===== src/rtl/hazard_pkg.sv =====
// -----------------------------------------------------------------------------
// hazard_pkg
// Shared types and helpers for the pipeline hazard controller.
//   hz_action_e  : action chosen by the controller each cycle
//   sb_cnt_w()   : width of a scoreboard countdown for a given load latency
//   LOAD_LAT_MIN / LOAD_LAT_MAX : supported load-latency range (1..7)
// -----------------------------------------------------------------------------
package hazard_pkg;

  localparam int unsigned LOAD_LAT_MIN = 1;
  localparam int unsigned LOAD_LAT_MAX = 7;

  typedef enum logic [1:0] {
    HZ_NONE,
    HZ_LOAD_USE,
    HZ_FLUSH,
    HZ_FREEZE
  } hz_action_e;

  // A countdown must hold values 0..LOAD_LAT-1; clog2(LOAD_LAT+1) also keeps
  // LOAD_LAT=1 at a legal one-bit width.
  function automatic int unsigned sb_cnt_w(input int unsigned lat);
    return $clog2(lat + 1);
  endfunction

endpackage


===== src/rtl/load_scoreboard.sv =====
// -----------------------------------------------------------------------------
// load_scoreboard
// Per-register countdown of outstanding load results. A load issuing to rd
// reloads count[rd] to LOAD_LAT-1; every other nonzero count decays by one
// per edge unless the pipeline is frozen. Two lookup ports report whether a
// register still has a pending load result.
// Ports:
//   i_clk, i_rst          clock, synchronous active-high reset
//   i_issue, i_issue_rd   load issuing this edge and its destination
//   i_hold                freeze: no issue, no decay
//   i_lkp_a, i_lkp_b      lookup register indices
//   o_busy_a, o_busy_b    lookup register has a nonzero countdown
// -----------------------------------------------------------------------------
module load_scoreboard
  import hazard_pkg::*;
#(
  parameter int REG_ADDR_W = 5,
  parameter int LOAD_LAT   = 1
) (
  input  logic                  i_clk,
  input  logic                  i_rst,
  input  logic                  i_issue,
  input  logic [REG_ADDR_W-1:0] i_issue_rd,
  input  logic                  i_hold,
  input  logic [REG_ADDR_W-1:0] i_lkp_a,
  input  logic [REG_ADDR_W-1:0] i_lkp_b,
  output logic                  o_busy_a,
  output logic                  o_busy_b
);

  localparam int NUM_REGS = 2 ** REG_ADDR_W;
  localparam int CNT_W    = int'(sb_cnt_w(LOAD_LAT));
  localparam logic [CNT_W-1:0] CNT_RELOAD = CNT_W'(LOAD_LAT - 1);
  localparam logic [CNT_W-1:0] CNT_ONE    = CNT_W'(1);

  logic [CNT_W-1:0] r_count [NUM_REGS];

  // NOTE: sequential state uses non-blocking assignments so every flop
  // samples pre-edge values regardless of statement order.
  // NOTE: the count array is a bank of flops, not a RAM, and is reset
  // explicitly so a reset in the middle of a stall drops every pending load.
  always_ff @(posedge i_clk) begin
    if (i_rst) begin
      for (int i = 0; i < NUM_REGS; i++) r_count[i] <= '0;
    end else if (!i_hold) begin
      for (int i = 0; i < NUM_REGS; i++) begin
        if (i_issue && (i_issue_rd == REG_ADDR_W'(i))) begin
          r_count[i] <= CNT_RELOAD;      // issue wins over decay
        end else if (r_count[i] != '0) begin
          r_count[i] <= r_count[i] - CNT_ONE;
        end
      end
    end
  end

  assign o_busy_a = (r_count[i_lkp_a] != '0);
  assign o_busy_b = (r_count[i_lkp_b] != '0);

endmodule


===== src/rtl/hazard_ctrl_unit.sv =====
// -----------------------------------------------------------------------------
// hazard_ctrl_unit
// Hazard controller for the 5-stage core. Detects load-use hazards against
// the load in EX and against older loads still tracked in the scoreboard,
// flushes IF/ID on a taken branch and freezes the pipe while data memory is
// busy. Priority: freeze > flush > load-use stall > none.
// Optional feature macro: HAZARD_PERF_CNT_EN enables saturating stall/flush
// counters; without it both counter outputs are tied to zero.
// Ports:
//   i_clk, i_rst                      clock, synchronous active-high reset
//   i_id_ex_mem_read, i_id_ex_rd      load in EX and its destination
//   i_if_id_rs/_rt, *_used            sources of the instruction in ID
//   i_ex_branch_taken                 taken branch/jump resolved in EX
//   i_dmem_busy                       data memory not ready
//   o_pc_write_enable                 0 = hold PC
//   o_if_id_pipe_enable               0 = hold IF/ID
//   o_id_ex_pipe_enable               0 = hold ID/EX
//   o_if_id_flush                     1 = load NOP into IF/ID
//   o_exe_ctrl_mux_ctrl               0 = bubble into ID/EX control
//   o_stall_cycles, o_flush_count     performance counters
// -----------------------------------------------------------------------------
module hazard_ctrl_unit
  import hazard_pkg::*;
#(
  parameter int REG_ADDR_W = 5,
  parameter int LOAD_LAT   = 1,
  parameter int PERF_CNT_W = 32
) (
  input  logic                  i_clk,
  input  logic                  i_rst,
  input  logic                  i_id_ex_mem_read,
  input  logic [REG_ADDR_W-1:0] i_id_ex_rd,
  input  logic [REG_ADDR_W-1:0] i_if_id_rs,
  input  logic [REG_ADDR_W-1:0] i_if_id_rt,
  input  logic                  i_if_id_rs_used,
  input  logic                  i_if_id_rt_used,
  input  logic                  i_ex_branch_taken,
  input  logic                  i_dmem_busy,
  output logic                  o_pc_write_enable,
  output logic                  o_if_id_pipe_enable,
  output logic                  o_id_ex_pipe_enable,
  output logic                  o_if_id_flush,
  output logic                  o_exe_ctrl_mux_ctrl,
  output logic [PERF_CNT_W-1:0] o_stall_cycles,
  output logic [PERF_CNT_W-1:0] o_flush_count
);

  logic       w_issue;
  logic       w_sb_busy_rs;
  logic       w_sb_busy_rt;
  logic       w_hit_rs;
  logic       w_hit_rt;
  logic       w_load_use;
  hz_action_e w_action;

  // A squashed or frozen load never reaches MEM this edge, so it must not
  // start a countdown.
  assign w_issue = i_id_ex_mem_read && (i_id_ex_rd != '0) &&
                   !i_dmem_busy && !i_ex_branch_taken;

  load_scoreboard #(
    .REG_ADDR_W (REG_ADDR_W),
    .LOAD_LAT   (LOAD_LAT)
  ) u_load_scoreboard (
    .i_clk      (i_clk),
    .i_rst      (i_rst),
    .i_issue    (w_issue),
    .i_issue_rd (i_id_ex_rd),
    .i_hold     (i_dmem_busy),
    .i_lkp_a    (i_if_id_rs),
    .i_lkp_b    (i_if_id_rt),
    .o_busy_a   (w_sb_busy_rs),
    .o_busy_b   (w_sb_busy_rt)
  );

  // The load still in EX is not yet in the scoreboard, so match it directly.
  assign w_hit_rs = i_if_id_rs_used && (i_if_id_rs != '0) &&
                    ((i_id_ex_mem_read && (i_id_ex_rd == i_if_id_rs)) || w_sb_busy_rs);
  assign w_hit_rt = i_if_id_rt_used && (i_if_id_rt != '0) &&
                    ((i_id_ex_mem_read && (i_id_ex_rd == i_if_id_rt)) || w_sb_busy_rt);
  assign w_load_use = w_hit_rs || w_hit_rt;

  // NOTE: every combinational output gets a default before the decision
  // logic so no path leaves a value unassigned and infers a latch.
  always_comb begin
    w_action = HZ_NONE;
    if (i_rst)                  w_action = HZ_NONE;
    else if (i_dmem_busy)       w_action = HZ_FREEZE;
    else if (i_ex_branch_taken) w_action = HZ_FLUSH;
    else if (w_load_use)        w_action = HZ_LOAD_USE;
  end

  always_comb begin
    o_pc_write_enable   = 1'b1;
    o_if_id_pipe_enable = 1'b1;
    o_id_ex_pipe_enable = 1'b1;
    o_if_id_flush       = 1'b0;
    o_exe_ctrl_mux_ctrl = 1'b1;
    unique case (w_action)
      HZ_FREEZE: begin
        o_pc_write_enable   = 1'b0;
        o_if_id_pipe_enable = 1'b0;
        o_id_ex_pipe_enable = 1'b0;
      end
      HZ_FLUSH: begin
        o_if_id_flush       = 1'b1;
        o_exe_ctrl_mux_ctrl = 1'b0;
      end
      HZ_LOAD_USE: begin
        o_pc_write_enable   = 1'b0;
        o_if_id_pipe_enable = 1'b0;
        o_exe_ctrl_mux_ctrl = 1'b0;
      end
      default: ;
    endcase
  end

`ifdef HAZARD_PERF_CNT_EN
  localparam logic [PERF_CNT_W-1:0] PERF_MAX = '1;
  localparam logic [PERF_CNT_W-1:0] PERF_ONE = PERF_CNT_W'(1);

  logic [PERF_CNT_W-1:0] r_stall_cycles;
  logic [PERF_CNT_W-1:0] r_flush_count;

  // Counters saturate rather than wrap so a long run never under-reports.
  always_ff @(posedge i_clk) begin
    if (i_rst) begin
      r_stall_cycles <= '0;
      r_flush_count  <= '0;
    end else begin
      if ((w_action == HZ_LOAD_USE) && (r_stall_cycles != PERF_MAX))
        r_stall_cycles <= r_stall_cycles + PERF_ONE;
      if ((w_action == HZ_FLUSH) && (r_flush_count != PERF_MAX))
        r_flush_count <= r_flush_count + PERF_ONE;
    end
  end

  assign o_stall_cycles = r_stall_cycles;
  assign o_flush_count  = r_flush_count;
`else
  assign o_stall_cycles = '0;
  assign o_flush_count  = '0;
`endif

endmodule

===== config.mk =====
export PLATFORM = sky130hd
export DESIGN_NAME = hazard_ctrl_unit
export DESIGN_NICKNAME = d
export VERILOG_FILES = /design/src/rtl/hazard_pkg.sv /design/src/rtl/load_scoreboard.sv /design/src/rtl/hazard_ctrl_unit.sv
export SDC_FILE = /design/constraint.sdc
export NUM_CORES = 1
export LEC_CHECK = 0
export CAP_MARGIN = 20
export CELL_PAD_IN_SITES_DETAIL_PLACEMENT = 0
export CELL_PAD_IN_SITES_GLOBAL_PLACEMENT = 1
export CORE_MARGIN = 2
export CORE_UTILIZATION = 35
export CTS_BUF_LIST = sky130_fd_sc_hd__clkbuf_16
export DETAILED_ROUTE_END_ITERATION = 12
export MAX_ROUTING_LAYER = met4
export PLACE_DENSITY = 0.79
export SLEW_MARGIN = 20
export SYNTH_ARGS = -nofsm -noshare
export SYNTH_HDL_FRONTEND = slang
export SYNTH_SLANG_ARGS = --single-unit

===== constraint.sdc =====
create_clock -name i_clk -period 3.2 [get_ports i_clk]
set_input_delay 0.64 -clock i_clk [delete_from_list [all_inputs] [get_ports i_clk]]
set_output_delay 0.64 -clock i_clk [all_outputs]
set_load 0.03 [all_outputs]

==> results list, run 1 <==
* Type of the most critical hold path: reg -> reg
* Proportion of total power due to net switching: a little under a third
- Summed over its instances, the top area cell type makes up between 30% and 40% of the synthesized netlist area.
- Avg Vias per Cell: ~4.6
* Clk_skew: 0 ps
- The commonest cells after synthesis are buf_4 (65), edfxtp_1 (32), o21bai_1 (32).
- Inserted Clock Buffers: 5
- Antenna Diode Count: 0
- Cells taking the most area after synthesis: edfxtp_1 (34%), buf_4 (17%), mux4_2 (8.9%), o21bai_1 (8.6%), mux4_1 (4.7%)
- Register bank with the most flops: u_load_scoreboard.r_count
- The area growth from synthesis to layout is 18.9%.
- Max Cap Violations: 0
- After detailed placement, the total cell area comes to between 3000 and 4000 µm².
- Of all cell types, the one taking the most synthesized area is edfxtp_1.
* Clock power share: ~33%
- Total power for the finished layout comes to 1320 µW.
- Clock latency on the worst-skew pair, taken at its later pin, is 280 ps.
- The die covers around 8700 µm².
- Sw Pwr: between 400 and 500 µW
- Part of the power in combinational logic: approximately 27%
* Depth of the CTS H-tree: 2
- Counting flops with an async set or reset pin after synthesis yields a share of 0%.
- In the final layout, the registers with the most flip-flops are u_load_scoreboard.r_count (32).
* Crit end category: output pin
- Commonest register cell after synthesis: edfxtp_1
- For this design, the sink count on the clock tree is 32.
- Static Leakage: about 0.0014 µW
- For this run, the total global-route usage over all layers was measured as roughly 16%.
- Post-Syn Area per Cell: just over 10 µm²
- Number of warnings printed during yosys synthesis: 0
- DRC marker count from the first detailed-route iteration: 200
* Final-layout worst hold slack: about 620 ps
* Setup Crit Path Kind: in -> out
- The final route contains 2050 vias.
- Fraction of power consumed by sequential logic: between 30 and 40%
- Post-synthesis instance area: between 2000 and 3000 µm²
- Total count of max-transition violations in the final report: 0
- Standard cell core area: slightly below 8000 µm²
- Summing the sequential cell areas from Yosys gives 34.4% of the chip area.
- The first global-routing pass estimated between 10 and 15 mm of wire.
- The synthesized design contains 32 enable-type register cells.
- Count of state elements after synthesis: 32
- Final net count: ~370
* Number of standard-cell rows in the floorplan: 32
* Congestion Overflow GR: 0
- Outcome: complete, no violations
- In this run the most critical hold path is launched from u_load_scoreboard.r_count[0].
- Post-DRT Antenna Nets: 0
- Detailed-route wire length: ~6.3 mm
- Derived from the worst setup path, the maximum achievable clock frequency is 321 MHz.
- Counting along the longest clock path gives a buffer depth of 2.
- Of the cells placed in the final design, the portion with a size suffix greater than 1 is 17.6%.
- Count of TritonRoute iterations in the first routing pass: 4
* Most repeated cell in the gate-level netlist after synthesis: buf_4
* Die width: approximately 93 µm
- Setup violations remaining at the end of the flow were counted as 0.
* Half-perimeter wire length of the detailed placement result: approximately 4.8 mm
- The via count of the first global-routing pass came to 1967.
- Pwr per Cell Area: around 400 nW/µm²
- In this run, distinct cell masters in the synthesized netlist total 38.
- The number of antenna violations at the first check in global routing is 0.
- Gate count after technology mapping: approximately 270
- At the worst endpoint, the required time is between 2000 and 3000 ps.
* Unrepaired setup endpoints after global routing: no
* Final weighted congestion in routability-driven placement: a little under 0.9
- Die Y-Extent: about 93 µm
* R2R Path Start: u_load_scoreboard.r_count[28]
- Clock root buffer: clkbuf_16
* Number of buffers inserted by port buffering: 26
- Post-detailed-route wirelength per cell: between 10 and 15 µm
- Tracing the worst setup path back leads to its startpoint at i_if_id_rs[3].
- Cell area after layout: approximately 3300 µm²
- Number of ports placed on the die boundary: 91
- For this configuration, the core starts out at a cell density of around 36%.
- The register with the most flip-flops in the layout has 32 of them.
* CTS tree: done
* Final hold vios: 0
- After clock tree synthesis, the clock-pin slew on the worst setup and hold paths is roughly 50 ps.
- Number of remaining DRC errors: 0
- Pin count of the biggest net entering global routing: 34
- The internal power of the cells totals 911 µW.
- Worst ir drop on vdd: roughly 0.19 mV
* CP arrival: 2470 ps
- Critical-path maximum fanout: 2
- Dividing the final minimum period by the clock period gives ~97%.
- Nature of the critical path startpoint: input pin
* Post-route minimum period: around 3100 ps
power by group through the flow:
| stage | Combinational (µW) | Clock (µW) | Sequential, µW |
|---|---|---|---|
| final | 360 | 440 | 523 |
| after detailed placement | 356 | 0 | 530 |
| after global routing | 392 | 468 | 526 |
| after CTS | 368 | 451 | 522 |
| after global placement | 354 | 0 | 529 |
| after floorplan | 325 | 0 | 518 |
path summary, 6_finish.rpt:
| path | to | slack, ps | cells past startpoint |
|---|---|---|---|
| max | o_exe_ctrl_mux_ctrl | 90 | 9 |
| min | u_load_scoreboard.r_count[0] | 620 | 1 |
| max reg2reg | u_load_scoreboard.r_count[28] | 2230 | 2 |
| min reg2reg | u_load_scoreboard.r_count[0] | 620 | 1 |
per-layer routing:
layer  up-vias  global-route usage, %  part of all wire [%]  routed length, µm
met3         5                   3.30                   9.6                608
met1       949                   19.4                    40               2560
met2       121                   25.4                    49               3070
li1        975                      -                     -                  -
met4         0                   6.37                   1.5                 93
met5         -                      -                     0                  0
cell type report:
type                            count  area [µm²]
Fill cell                         746        4410
Multi-Input combinational cell    246        1620
Sequential cell                    32         961
Timing Repair Buffer               53         465
Tap cell                          102         128
Clock buffer                        5         125
Inverter                            3        11.3
Clock inverter                      2        7.51
cells in the final DEF (no fill, tap or decap), types with 3 or more instances in the layout:
cell type and n:
conb_1 96, o21bai_1 32, edfxtp_1 32, buf_4 30, a21oi_1 20, mux4_2 13, a31oi_1 12, nand2_1 10
clkdlybuf4s50_1 10, nor2_1 9, nor2b_1 7, xnor2_1 6, dlygate4sd2_1 6, nand3_1 5, clkbuf_16 5, xor2_1 4
mux4_1 3, nand4_1 3, inv_1 3
cell families (layout without fill, tap and decap cells):
| group | Yosys count | in the layout | synth area share [%] |
|---|---|---|---|
| adders and majority gates | 2 | 2 | 0.896 |
| xor gates and xnor gates | 10 | 10 | 3.14 |
| muxes | 17 | 17 | 13.9 |
| DFF | 32 | 32 | 34.4 |
| other | 1 | 96 | 0.134 |
| AOI/OAI and AO/OA | 73 | 73 | 17.2 |
| buffers and inverters | 86 | 63 | 20.9 |
| and+or+nand+nor | 48 | 48 | 9.36 |
through the flow:
stage	utilization [%]	setup WS, ps	TNS, ps	instances
after global routing	43.0	5.02	0	443
after global placement	41.2	-322	-1100	436
after CTS	43.8	1.05	0	446
after floorplan	-	58.5	0	364
after detailed placement	41.2	-360	-1350	436
final	43.0	87.9	0	443
timing repair:
| action | CTS | global route |
|---|---|---|
| cloned | 1 | 0 |
| buffers inserted | 2 | 0 |
| pin swaps | 8 | 11 |
| hold buffers | 0 | 0 |
| setup endpoints to repair | 5 | 5 |
| resized for setup | 24 | 10 |
worst max-delay path, stage by stage:
cell and delay, ps:
clkdlybuf4s50_1 440, nor2_1 170, nor4b_2 290, nor3b_1 80, o21bai_1 220, o32ai_2 120, ha_1 310, inv_1 70
buf_6 120
(Power assumes the default switching activity.)
==> run 2, diff against run 1 <==
ABC_AREA = 1   (was not set)
CORE_UTILIZATION = 33   (was 35)
PLACE_DENSITY = 0.8   (was 0.79)
SLEW_MARGIN = 40   (was 20)
==> run 2 against run 1 <==
Compared with the run above: design area increased by 8.3%; synthesized cell count increased by 70%; count of clock-buffer cells in the layout unchanged; utilization decreased by 3.5 points; first-iteration DRC count decreased by 5.5%; non-clock buffer count decreased by 5; fmax decreased by 0.37%; clock skew unchanged; combinational power increased by 9.7%; hold slack got worse by 8.8 ps; setup slack got worse by 12 ps; largest cell class unchanged; clock power decreased by 1%.
==> results list, run 2 <==
* Number of cells traversed by the worst register-to-register path: 4 (+2)
- Global route hottest layer: met2
- Nature of the critical path startpoint: input pin
- Number of remaining DRC errors: 0 (unchanged)
- CP arrival: 2480 ps (about the same)
- The power per unit of standard cell area was 373 nW/µm² (-6.4%).
- The flip-flop count of the largest register, all copies and words added came to 32 (unchanged).
- The post-layout utilization of the core is 39.5% (-3.5 points).
- Worst setup slack before clock tree synthesis: -184 ps (+176 ps)
- Clock power share: 32.3% (-1.0 points)
- The total wire length after detailed routing came to 7.84 mm (+24%).
* Commonest register cell after synthesis: edfxtp_1
- Area share of the largest cell type after synthesis: 31.5% (-2.9 points)
- Most used cells in the layout excluding fill and tap cells: nand2_1 (127), conb_1 (96), nand3_1 (48), inv_1 (47), o21ai_0 (37)
- Clock-pin slew of the registers on the worst-case setup and hold paths: 50 ps (about the same)
- Avg Vias per Cell: 4.50 (-2.8%)
- The core box area came to 9110 µm² (+18%).
- Crit end category: output pin
- The critical path is of the in -> out type.
* Post-Place Cell Area: 3380 µm² (+6.3%)
- Ranked by flip-flop count, first place goes to u_load_scoreboard.r_count.
- Share of layout cells above drive strength 1: 9.35% (-8.2 points)
- Number of standard-cell rows in the floorplan: 35 (+9.4%)
* Commonest non-fill, non-tap cell in the layout: nand2_1
* Total die area: 10000 µm² (+15%)
* Cells taking the most area after synthesis: edfxtp_1 (32%), buf_4 (17%), nand2_1 (16%), nand3_1 (8.2%), inv_1 (6.5%)
* Vias post-DR: 2857 (+39%)
- The net switching power came to 452 µW (+9.6%).
* Total count of max-transition violations in the final report: 0 (unchanged)
* Wire length of the first global-routing pass: 12.6 mm (+24%)
- Depth of the CTS H-tree: 2 (unchanged)
- The number of clock sinks seen by CTS came to 32 (unchanged).
* Design internal power: 888 µW (-2.5%)
* Hold-critical path endpoint: u_load_scoreboard.r_count[6]
* Area added between synthesis and finish: 17.8%
* Met1 track demand over resource: 21.4% (+2.0 points)
- Number of global-route vias before repair: 2502 (+27%)
* Final hold vios: 0 (unchanged)
- The post-route antenna net violation count is 0 (unchanged).
- The worst voltage drop across the vdd grid was 0.182 mV (-4.9%).
- The count of final setup violators is 0 (unchanged).
- The clock buffer count from CTS is 5 (unchanged).
- The die outline width came to 100 µm (+7.3%).
- Max Root-Sink Buffers: 2 (unchanged)
* Total negative slack: 0 ps (unchanged)
- Worst Min Path Start: u_load_scoreboard.r_count[6]
* Hold path depth: 2 (+1)
- Leading post-synthesis cells by instance count: nand2_1 (129), buf_4 (68), inv_1 (53)
* CTS tree: done
* Fraction of power consumed by sequential logic: 38.2% (-1.3 points)
- The setup slack of the worst register-to-register path was 2210 ps (-20 ps).
- Clock latency on the worst-skew pair: 270 ps (about the same)
- The number of antenna violations at the first check in global routing is 0 (unchanged).
* R2R Path Start: u_load_scoreboard.r_count[25]
* Part of the power in combinational logic: 29.4% (+2.2 points)
- The detailed-route wire length per cell was 12.4 µm (-14%).
- Post-synthesis instance area: 3050 µm² (+9.2%)
- Max Cap Violations: 0 (unchanged)
- In this run the clock root is driven by a clkbuf_16.
- Clk_skew: 0 ps (unchanged)
- Required time reported for the critical path endpoint: 2560 ps (about the same)
* Global Route met2 Usage: 26.0% (+0.61 points)
- Post-synth top area cell: edfxtp_1
- The aggregate global routing overflow came to 0 (unchanged).
* Setup ws final: 76.2 ps (-11.7 ps)
- The number of violations reported at the end of detailed-routing iteration 0 was 189 (-5.5%).
* Post-route minimum period: 3120 ps (+11.7 ps)
* Number of warnings printed during yosys synthesis: 0 (unchanged)
* Critical-path maximum fanout: 4 (+2)
- Initial cell density of the core: 33.5% (-2.7 points)
* Endpoint of the most critical register-to-register path: u_load_scoreboard.r_count[25]
- The number of I/O port buffers is 26 (unchanged).
- The sequential share of the synthesized area is 31.5% (-2.9 points).
- Unrepaired setup endpoints after global routing: no
- CTS Hold Buffers Added: 0 (unchanged)
- Type of the most critical hold path: reg -> reg
- The number of distinct standard cells referenced by the synthesized netlist was 23 (-39%).
* Post-Syn Area per Cell: 6.69 µm² (-36%)
- The number of enable-type register cells in the synthesized netlist is 32 (unchanged).
* Fin crit share: 97.6% (+0.37 points)
* Global-route usage over all layers: 16.4% (+0.64 points)
- Gate count after technology mapping: 456 (+70%)
- The maximum number of pins on one net before global-route repair was 33 (-2.9%).
* Proportion of total power due to net switching: 33.7% (+2.6 points)
- The layout filler cell count was 956 (+28%).
- The height of the chip came to 100 µm (+7.3%).
* Highest achievable clock rate: 320 MHz (-0.37%)
* Count of state elements after synthesis: 32 (unchanged)
- Number of ports placed on the die boundary: 91 (unchanged)
- The flow ran to the end, and the final reports show no timing, DRC or antenna violations.
- The number of nets in the final layout is 548 (+50%).
- The met3 usage in global routing was 2.92% (-0.38 points).
- Largest registers: u_load_scoreboard.r_count (32)
- Count of TritonRoute iterations in the first routing pass: 5 (+1)
* Most repeated cell in the gate-level netlist after synthesis: nand2_1
- The total half-perimeter wirelength after legalization and detailed placement was 6.20 mm (+28%).
* Final weighted congestion in routability-driven placement: 0.915 (+5.5%)
- Synth async-reset ratio: 0% (unchanged)
* Antenna Diode Count: 0 (unchanged)
- Cell area after layout: 3590 µm² (+8.3%)
- Static Leakage: 0.00185 µW (+32%)
[run 2: how the worst max path moves through the flow]
stage	startpoint	end	slack, ps	cells past startpoint
floorplan	i_if_id_rs[0]	o_if_id_flush	370	14
global placement	i_if_id_rs[0]	o_exe_ctrl_mux_ctrl	-180	19
detailed placement	i_if_id_rs[0]	o_exe_ctrl_mux_ctrl	-180	19
CTS	i_if_id_rs[0]	o_exe_ctrl_mux_ctrl	6	15
global route	i_if_id_rt[0]	o_exe_ctrl_mux_ctrl	10	16
finish	i_if_id_rt[4]	o_exe_ctrl_mux_ctrl	80	13
[run 2: cells by family after synthesis]
logic type	count (synthesis)	share of synthesized area [%]
AO/OA/AOI/OAI	62	11.1
AND/OR/NAND/NOR	220	29.9
adder cells (fa/ha/maj)	2	0.820
flip-flops	32	31.5
other	1	0.123
buffers and inverters	139	26.6
[run 2: final cells by class]
class / count / area, µm² / share of cell area (%)
multi-input combinational: 380 / 1650 / 46.0
inverter: 57 / 216 / 6.02
tap: 111 / 139 / 3.86
sequential: 32 / 961 / 26.7
clock buffer: 5 / 125 / 3.48
clock inverter: 2 / 7.51 / 0.209
timing repair buffer: 48 / 492 / 13.7
[run 2: timing repair]
item,4_1_cts,5_1_grt
pin swaps,0,2
cloned,1,0
buffers inserted,0,0
endpoints found under the setup margin,5,5
gates resized for setup,11,23
[run 2: layer usage]
layer,routed length [µm],part of all wire (%),up-vias
met5,0,0,-
met4,112,1.4,0
met3,562,7.2,11
met2,3620,46,139
met1,3550,45,1258
li1,-,-,1449
[run 2: per-stage QoR]
step           power (µW)  std cells  hold WS [ps]
2_1_floorplan         850        551           569
3_3_place_gp          896        627           593
3_5_place_dp          898        627           598
4_1_cts              1340        635           614
5_1_grt              1410        635           638
6_report             1340        635           616
[run 2: power groups by stage]
stage	combinational, µW	sequential, µW	clock (µW)
final	395	512	434
after global routing	436	515	460
after CTS	386	511	445
after detailed placement	379	519	0
after global placement	377	518	0
after floorplan	336	513	0
[run 2: critical path, stage by stage]
cell and delay [ps]:
clkdlybuf4s50_1 570, inv_1 100, o21ai_0 190, a21oi_1 70, nand3_1 80, nand3_1 80
nand2_1 70, nand2_2 70, nand2_2 70, a21oi_2 50, ha_1 290, inv_1 70
buf_6 120
